--- config.mk ---
export PLATFORM = sky130hd
export DESIGN_NAME = mesi_coherence_unit
export DESIGN_NICKNAME = d
export VERILOG_FILES = /design/src/rtl/mesi_coherence_unit.sv
export SDC_FILE = /design/constraint.sdc
export NUM_CORES = 1
export LEC_CHECK = 0
export CAP_MARGIN = 20
export CORE_MARGIN = 10
export CORE_UTILIZATION = 41
export CTS_CLUSTER_SIZE = 20
export DETAILED_ROUTE_END_ITERATION = 8
export HOLD_SLACK_MARGIN = 0.1
export PLACE_DENSITY = 0.83
export SYNTH_ARGS = -nofsm -noshare
export SYNTH_HDL_FRONTEND = slang
export SYNTH_SLANG_ARGS = --single-unit
export TNS_END_PERCENT = 20
--- constraint.sdc ---
create_clock -name clk -period 3.39 [get_ports clk]
set_clock_uncertainty 0.1 [all_clocks]
set_input_delay 0.678 -clock clk [delete_from_list [all_inputs] [get_ports clk]]
set_output_delay 0.678 -clock clk [all_outputs]
set_load 0.02 [all_outputs]
--- src/rtl/mesi_coherence_unit.sv ---
// MESI state tracker for LINES cache lines: combinational processor/snoop decode
// plus a per-line state array, with the processor update winning on index collision.
module mesi_coherence_unit #(
   parameter int unsigned LINES = 4,
   parameter int unsigned IDX_W = 2
) (
   input  logic               clk,
   input  logic               rst,
   input  logic               proc_valid,
   input  logic [2:0]         proc_op,
   input  logic [IDX_W-1:0]   proc_index,
   input  logic [1:0]         snoop_msg,
   input  logic [IDX_W-1:0]   snoop_index,
   output logic [1:0]         proc_state,
   output logic [1:0]         proc_next,
   output logic               mem_rden,
   output logic [1:0]         snoop_state,
   output logic [1:0]         snoop_next,
   output logic               mem_wren,
   output logic [2*LINES-1:0] line_states
);

   typedef enum logic [1:0] {
      StI = 2'b00,
      StM = 2'b01,
      StS = 2'b10,
      StE = 2'b11
   } mesi_e;

   localparam logic [1:0] OpWriteHit  = 2'b00;
   localparam logic [1:0] OpReadHit   = 2'b01;
   localparam logic [1:0] OpWriteMiss = 2'b10;
   localparam logic [1:0] OpReadMiss  = 2'b11;

   localparam logic [1:0] SnNa        = 2'b00;
   localparam logic [1:0] SnInval     = 2'b01;
   localparam logic [1:0] SnWriteMiss = 2'b10;
   localparam logic [1:0] SnReadMiss  = 2'b11;

   mesi_e lines_q [LINES];
   mesi_e lines_d [LINES];
   mesi_e proc_cur, proc_nxt, snoop_cur, snoop_nxt;

   // Loop-based lookup so an index beyond LINES matches nothing and reads as I.
   always_comb begin
      proc_cur  = StI;
      snoop_cur = StI;
      for (int i = 0; i < LINES; i++) begin
         if (proc_index == IDX_W'(i))  proc_cur  = lines_q[i];
         if (snoop_index == IDX_W'(i)) snoop_cur = lines_q[i];
      end
   end

   always_comb begin
      proc_nxt = proc_cur;
      mem_rden = 1'b0;
      if (proc_valid) begin
         unique case (proc_op[1:0])
            OpWriteHit:  proc_nxt = StM;
            OpReadHit:   proc_nxt = proc_cur;
            OpWriteMiss: proc_nxt = StM;
            OpReadMiss: begin
               proc_nxt = proc_op[2] ? StS : StE;
               mem_rden = 1'b1;
            end
            default:     proc_nxt = proc_cur;
         endcase
      end
   end

   always_comb begin
      snoop_nxt = snoop_cur;
      mem_wren  = 1'b0;
      unique case (snoop_msg)
         SnNa:        snoop_nxt = snoop_cur;
         SnInval:     snoop_nxt = StI;
         SnWriteMiss: begin
            snoop_nxt = StI;
            mem_wren  = (snoop_cur == StM);
         end
         SnReadMiss: begin
            snoop_nxt = (snoop_cur == StI) ? StI : StS;
            mem_wren  = (snoop_cur == StM);
         end
         default:     snoop_nxt = snoop_cur;
      endcase
   end

   // Processor update takes priority; the dropped snoop still drives mem_wren.
   always_comb begin
      for (int i = 0; i < LINES; i++) begin
         lines_d[i] = lines_q[i];
         if (proc_valid && (proc_index == IDX_W'(i))) begin
            lines_d[i] = proc_nxt;
         end else if ((snoop_msg != SnNa) && (snoop_index == IDX_W'(i))) begin
            lines_d[i] = snoop_nxt;
         end
      end
   end

   always_ff @(posedge clk) begin
      for (int i = 0; i < LINES; i++) begin
         if (rst) lines_q[i] <= StI;
         else     lines_q[i] <= lines_d[i];
      end
   end

   always_comb begin
      line_states = '0;
      for (int i = 0; i < LINES; i++) begin
         line_states[2*i +: 2] = lines_q[i];
      end
   end

   assign proc_state  = proc_cur;
   assign proc_next   = proc_nxt;
   assign snoop_state = snoop_cur;
   assign snoop_next  = snoop_nxt;

endmodule

## Word level (Yosys, flattened, before mapping)

Memories as Yosys holds them, arrays and structs flattened.
Cells that the tools add are included.

| word-level totals | value |
|---|---|
| RAM bits | 8 |
| register bits after elaboration | 0 |
| logic and storage cells | 66 |
| output and inout port bits | 18 |
| bits in latches | 0 |
| memories | 1 |
| bits in read-only memories | 0 |

Memory list:

| memory | words | width | read ports | clocked after memory_dff | wr ports | RTL line | text |
|---|---|---|---|---|---|---|---|
| lines_q | 4 | 2 | 4 | 0 | 4 | 40 | `mesi_e lines_q [LINES];` |

| operators by class | value |
|---|---|
| mux-type cells | 31 |
| bitwise operators | 4 |
| multipliers | 0 |
| equal/unequal tests | 13 |
| shifts and indexed selects | 0 |
| magnitude comparators | 0 |
| div/mod/pow operators | 0 |
| $add $sub $neg | 0 |
| reduce and logical (&&, ||, !) cells | 17 |

Operators with widths:

| kind | count |
|---|---|
| 2-bit 2-to-1 mux | 22 |
| 2-bit equality test, second input constant | 8 |
| 2-bit case mux with 3 select lines | 2 |
| 2-bit by 1-bit equality test with 1-bit output, second input constant | 5 |
| 2-bit zero test | 5 |
| 1-bit logical AND | 8 |
| 1-bit 2-to-1 mux | 7 |
| 2-bit OR reduction | 3 |
| 1-bit bitwise OR | 4 |
| 2-bit nonzero test | 1 |

## Longest topological paths before layout

Gate-level depths: netlist (run 1).

| logic depth | value |
|---|---|
| depth in word-level cells | 11 |
| mapped depth | 5 |
| gate-level depth less buffers | 4 |

## Least setup slack after synthesis (run 1)

Ideal clock, no wire load.

| timing | value |
|---|---|
| kind | input -> output |
| start | in proc_index[1] |
| end | out proc_next[0] |
| arrival | 1,894 ps |
| stages on the path | 4 |
| path buffers | 0 |
| data required time | 2,612 ps |
| path slack | 718 ps |
| cells stage by stage | mux4_1 > a2bb2oi_1 > nor2_1 > nor2_1 |

| between the ends | value |
|---|---|
| cells in the longest elaborated chain, start to end | 7 |

RTL lines:

| element | RTL line | text |
|---|---|---|
| start, declared | 11 | `input logic [IDX_W-1:0] proc_index,` |
| 2-bit zero test | 49 | `if (proc_index == IDX_W'(i)) proc_cur = lines_q[i];` |
| 2-bit 2-to-1 mux (3 in series) | 49 |  |
| 2-bit 2-to-1 mux * | 49 |  |
| 2-bit case mux with 3 select lines | 58 | `unique case (proc_op[1:0])` |
| 2-bit 2-to-1 mux * | 57 | `if (proc_valid) begin` |
| end, declared | 15 | `output logic [1:0] proc_next,` |

Every way passes the cells marked *; elsewhere a longest branch is shown, timed or not.

## Worst setup path after layout (run 1)

| timing | value |
|---|---|
| start | in proc_index[0] |
| end | out proc_next[1] |

The elaborated chain is that of the path after synthesis.

==> results of run 1 <==
## worst max-delay path, cell delays in order
cell             delay (ps)
clkdlybuf4s50_1         570
mux4_2                  570
a2bb2oi_4               190
clkdlybuf4s50_1         550
## timing repair
action | in CTS | in global routing
endpoints found under the setup margin | 2 | 1
cloned | 0 | 0
pin swaps | 0 | 0
resized for setup | 2 | 1
## routing by layer
| layer | GRT usage | wire (microns) |
|---|---|---|
| met1 | 0.144 | 900 |
| met2 | 0.216 | 1060 |
| met3 | 0.0398 | 152 |
| met4 | 0.0570 | 26 |
| met5 | 0 | 0 |
## layout by cell type, fill, tap and decap left out, drive strengths merged, types with 3 or more instances in the layout
cell           count
nand3b             4
clkdlybuf4s50     26
buf               12
o32ai              3
dfxtp              8
clkbuf             3
o21ai              3
nor2               9
and2               3
a211oi             3
mux2i              3
mux4               4
## power breakdown
group | internal (W) | switching (W) | leakage, nW
sequential | 0.0000990 | 0.00000545 | 0.0653
clock | 0.0000406 | 0.0000342 | 0.0138
combinational | 0.0000585 | 0.0000505 | 0.337
total | 0.000198 | 0.0000902 | 0.416
## per-stage QoR
stage               setup TNS, ps  instances  cell area, sq um  hold WS (ps)
finish                          0        116               991           431
global route                    0        116               991           454
CTS                             0        116               988           423
detailed placement           -187        113               968           416
global placement             -114        113               968           422
floorplan                       0         59               578           466
## kinds of logic after synthesis
group	after synthesis	synth area share
AO/OA/AOI/OAI	15	0.229
buffers and inverters	3	0.0216
flip-flops	8	0.277
multiplexers	7	0.214
AND/OR/NAND/NOR	26	0.258
## cell type report
class | count | area, sq um
multi-input combinational | 48 | 405
timing repair buffer | 41 | 380
fill | 100 | 327
sequential | 8 | 160
clock buffer | 3 | 22.5
tap | 15 | 18.8
inverter | 1 | 3.75
## how the worst max path moves through the flow
stage,endpoint
after detailed placement,snoop_next[1]
final,proc_next[1]
after global placement,snoop_next[1]
after CTS,mem_wren
after floorplan,proc_next[0]
after global routing,snoop_next[0]
==> impl_metrics.tcl, run 1 <==
set metrics [dict create \
    outcome "finished, final reports clean" \
    irDropWorstVdd_v 0.000166 \
    synth_enable_flop_cells 0 \
    critPathMaxFanout 4 \
    grt_max_degree 13 \
    synthesis.area_sq_um 578 \
    drc_errors 0 \
    largest_register_ffs 8 \
    n_antenna_cell 0 \
    fp.dieH_microns 57.6 \
    ys.flop_type "dfxtp_1" \
    worstHoldPathType "register to register" \
    syn_inst 59 \
    ys_warn_count 0 \
    drive_gt1_frac 0.198 \
    ys_async_sr_fraction 0 \
    syn_area_per_cell_sq_um 9.80 \
    hold_path_depth 2 \
    worst-slew-pin-transition_ps 430 \
    syn-num-nets 71 \
    grt_setup_unrepaired "false" \
    grtUsageTotal 0.129 \
    pre_cts_slack_ps -123 \
    worstPathArrival_ps 2560 \
    cp.required_ps 2610 \
    htreeDepth 1 \
    areaGrowthSynthToFinish_pct 71.4 \
    vias_per_cell 5.89 \
    via_count 683 \
    num-nets-final 115 \
    die_w_microns 57.6 \
    cts_hold_buf 0 \
    dp_hpwl_microns 1710 \
    io_buffers 29 \
    power_density_nw_per_um2 291 \
    drt_wl_total_microns 2140 \
    crit_path_end_kind "output pin" \
    max_freq_mhz 300 \
    hold-path-endpoint "lines_q[1][0]$_SDFFE_PP0P_" \
    timing.rr.end "lines_q[1][1]$_SDFFE_PP0P_" \
    cts_buffers 3 \
    reg2regPathDepth 5 \
    cts_setup_buffers 0 \
    top_regs "lines_q: 8 flops" \
    path_class "primary input to output pin" \
    yosys-top-cells-count "9 x nor2_1, 8 x dfxtp_1, 4 x nand3b_1" \
    period_share 0.985 \
    grt_pass1_vias 705 \
    setup.reg_to_reg.worst_slack_ps 1690 \
    place.gp.congestion 0.838 \
    grt.overflow.total 0 \
    core_area_sq_um 1320 \
    finalHoldViolations 0 \
    ys_types 29 \
    clock_path_buffers 2 \
    postLayoutCoreUtil 0.752 \
    setup_viol 0 \
    cap_violations 0 \
    final_antenna_net_count 0 \
    grt_pass1_wl_microns 3500 \
    synth_top_area_share 0.277 \
    rows 13 \
    largest_register "lines_q" \
    setup_slack_ps 51.5 \
    cts-root-buf "clkbuf_4" \
    ys_ff_latch 8 \
    cts_tree "done" \
    power.leakage_nw 0.416 \
    cts.clk_slew.worst_paths_ps 60 \
    post_drt_wl_per_cell_microns 18.5 \
    antenna_found_initial 0 \
    clock_sinks 8 \
    first_pass_iters 4 \
    seq_area_frac_synth 0.277 \
    synth.most_common_cell "nor2_1" \
    start_util 0.439 \
    p_total_w 0.000288 \
    maxSlewViolCount 0 \
    synth_top_area_cell "dfxtp_1" \
    worstHoldStart "lines_q[1][0]$_SDFFE_PP0P_" \
    rr_startpoint "lines_q[3][1]$_SDFFE_PP0P_" \
    cp-startpoint "proc_index[0]" \
    crit_path_start_kind "primary input" \
    period_needed_ps 3340 \
    synthTopCellsByArea "dfxtp_1 28%, mux4_2 12%, nor2_1 5.8%" \
    die_area_sq_um 3310 \
    clkLatencyLatePin_ps 260 \
    drt-initial-drc-count 16 \
    boundaryPins 30 \
    max-slew-margin-rel 0.713 \
]
Power figures use the tool's default switching activity.
==> inputs of run 2 (changes only) <==
- CELL_PAD_IN_SITES_DETAIL_PLACEMENT: unset -> 1
- CELL_PAD_IN_SITES_GLOBAL_PLACEMENT: unset -> 2
- CORE_UTILIZATION: 41 -> 23
- PLACE_DENSITY: 0.83 -> unset
- PLACE_DENSITY_LB_ADDON: unset -> 0.1
- SETUP_SLACK_MARGIN: unset -> 0.2
==> run 2 against run 1 <==
  * First-iteration DRC count grew 50%
  * Global-route usage shrank 3.3 points
  * Wire length grew 5.8%
  * Total power is essentially flat
==> impl_metrics.tcl, run 2 (synthesis gave the netlist of run 1 again) <==
set metrics [dict create \
    cts_hold_buf 0 \
    cts_buffers 3 \
    power.leakage_nw 0.417 \
    critPathMaxFanout 3 \
    post_drt_wl_per_cell_microns 17.3 \
    top_regs "lines_q: 8 flops" \
    vias_per_cell 5.19 \
    final-seq-area_sq_um 160 \
    boundaryPins 30 \
    num-nets-final 115 \
    n_fill_cell 294 \
    htreeDepth 1 \
    hold_path_depth 2 \
    placed_cell_area_sq_um 987 \
    grt_max_degree 13 \
    worstPathArrival_ps 2510 \
    clock_sinks 8 \
    max-slew-margin-rel 0.718 \
    max_freq_mhz 304 \
    irDropWorstVdd_v 0.000175 \
    drive_gt1_frac 0.198 \
    clock_path_buffers 2 \
    setup_viol 0 \
    crit_end "snoop_next[1]" \
    maxSlewViolCount 0 \
    fp.dieH_microns 70.1 \
    mostFrequentLayoutCell "clkdlybuf4s50_1" \
    cts_setup_buffers 0 \
    cap_violations 0 \
    worstHoldPathType "register to register" \
    crit_path_end_kind "output pin" \
    finalHoldViolations 0 \
    worst-slew-pin-transition_ps 422 \
    dp_hpwl_microns 1870 \
    place.gp.congestion 0.777 \
    start_util 0.238 \
    cp-startpoint "snoop_index[0]" \
    period_share 0.969 \
    grt.overflow.total 0 \
    outcome "finished, final reports clean" \
    grtUsageTotal 0.0954 \
    crit_path_start_kind "primary input" \
    cts.clk_slew.worst_paths_ps 60 \
    die_area_sq_um 4920 \
    core_area_sq_um 2430 \
    path_class "primary input to output pin" \
    grt_pass1_vias 730 \
    rows 18 \
    timing.rr.end "lines_q[2][1]$_SDFFE_PP0P_" \
    largest_register "lines_q" \
    p_total_w 0.000289 \
    drt-initial-drc-count 24 \
    antenna_found_initial 0 \
    die_w_microns 70.1 \
    drt_wl_total_microns 2270 \
    first_pass_iters 4 \
    clkLatencyLatePin_ps 260 \
    finalNonFillerCells 131 \
    drc_errors 0 \
    setup_tns_ps 0 \
    io_buffers 29 \
    rr_startpoint "lines_q[0][1]$_SDFFE_PP0P_" \
    final_antenna_net_count 0 \
    power_density_nw_per_um2 286 \
    largest_register_ffs 8 \
    cts-root-buf "clkbuf_4" \
    dp.cells 128 \
    setup.reg_to_reg.worst_slack_ps 1710 \
    final_cell_mix "25 x clkdlybuf4s50_1, 12 x buf_4, 9 x nor2_1" \
    multiInputGateArea_sq_um 405 \
    grt_pass1_wl_microns 3820 \
    via_count 680 \
    areaGrowthSynthToFinish_pct 74.5 \
    period_needed_ps 3280 \
    reg2regPathDepth 5 \
    n_antenna_cell 0 \
    cp.required_ps 2610 \
    cts_tree "done" \
    final_area_sq_um 1010 \
    grt_setup_unrepaired "true" \
]
[run 2: changes by cell type in the layout (fill, tap and decap cells not counted), sizes merged]
| cell | previous run | this run |
|---|---|---|
| dlygate4sd2 | 2 | 3 |
| clkdlybuf4s50 | 26 | 25 |
[run 2: report_power, final]
group / total (W) / switching [W] / internal (W)
Clock: 0.0000755 / 0.0000348 / 0.0000407
Sequential: 0.000105 / 0.00000571 / 0.0000990
Combinational: 0.000108 / 0.0000503 / 0.0000581
[run 2: what timing repair did]
| item | CTS | global route |
|---|---|---|
| resized for setup | 3 | 1 |
| gates cloned | 0 | 0 |
| setup endpoints to repair | 7 | 8 |
| hold endpoints to repair | 0 | 0 |
[run 2: layout make-up]
type,count,share of cell area
multi-input cells,48,0.402
well taps,30,0.0372
repair buffers,41,0.376
clock buffers,3,0.0223
flip-flops and latches,8,0.159
inverters,1,0.00372
[run 2: critical path, stage by stage]
cell and delay [ps]:
clkdlybuf4s50_1 510, mux4_2 530, o211a_1 250, or2_1 220, dlygate4sd2_1 320
[run 2: routing by layer]
layer,wire length (microns),vias to the layer above,global-route usage
met3,132,2,0.0410
met5,0,-,0
li1,-,322,-
met4,8,0,0.0197
met2,1150,15,0.165
met1,976,341,0.105
[run 2: stage by stage]
step                      setup WS, ps   util  hold slack, ps
final                              106  0.415             441
after global routing              31.7  0.415             466
after CTS                         45.8  0.414             449
after detailed placement          -126  0.406             435
after global placement           -99.0  0.406             420
after floorplan                    718      -             466
[run 2: how the worst min path moves through the flow]
stage	end	from	slack [ps]
6_report	lines_q[0][0]$_SDFFE_PP0P_	lines_q[0][0]$_SDFFE_PP0P_	440
5_1_grt	lines_q[1][0]$_SDFFE_PP0P_	lines_q[1][0]$_SDFFE_PP0P_	470
4_1_cts	lines_q[0][0]$_SDFFE_PP0P_	lines_q[0][0]$_SDFFE_PP0P_	450
3_5_place_dp	lines_q[1][0]$_SDFFE_PP0P_	lines_q[1][0]$_SDFFE_PP0P_	430
3_3_place_gp	lines_q[1][0]$_SDFFE_PP0P_	lines_q[1][0]$_SDFFE_PP0P_	420
2_1_floorplan	lines_q[1][0]$_SDFFE_PP0P_	lines_q[1][0]$_SDFFE_PP0P_	470
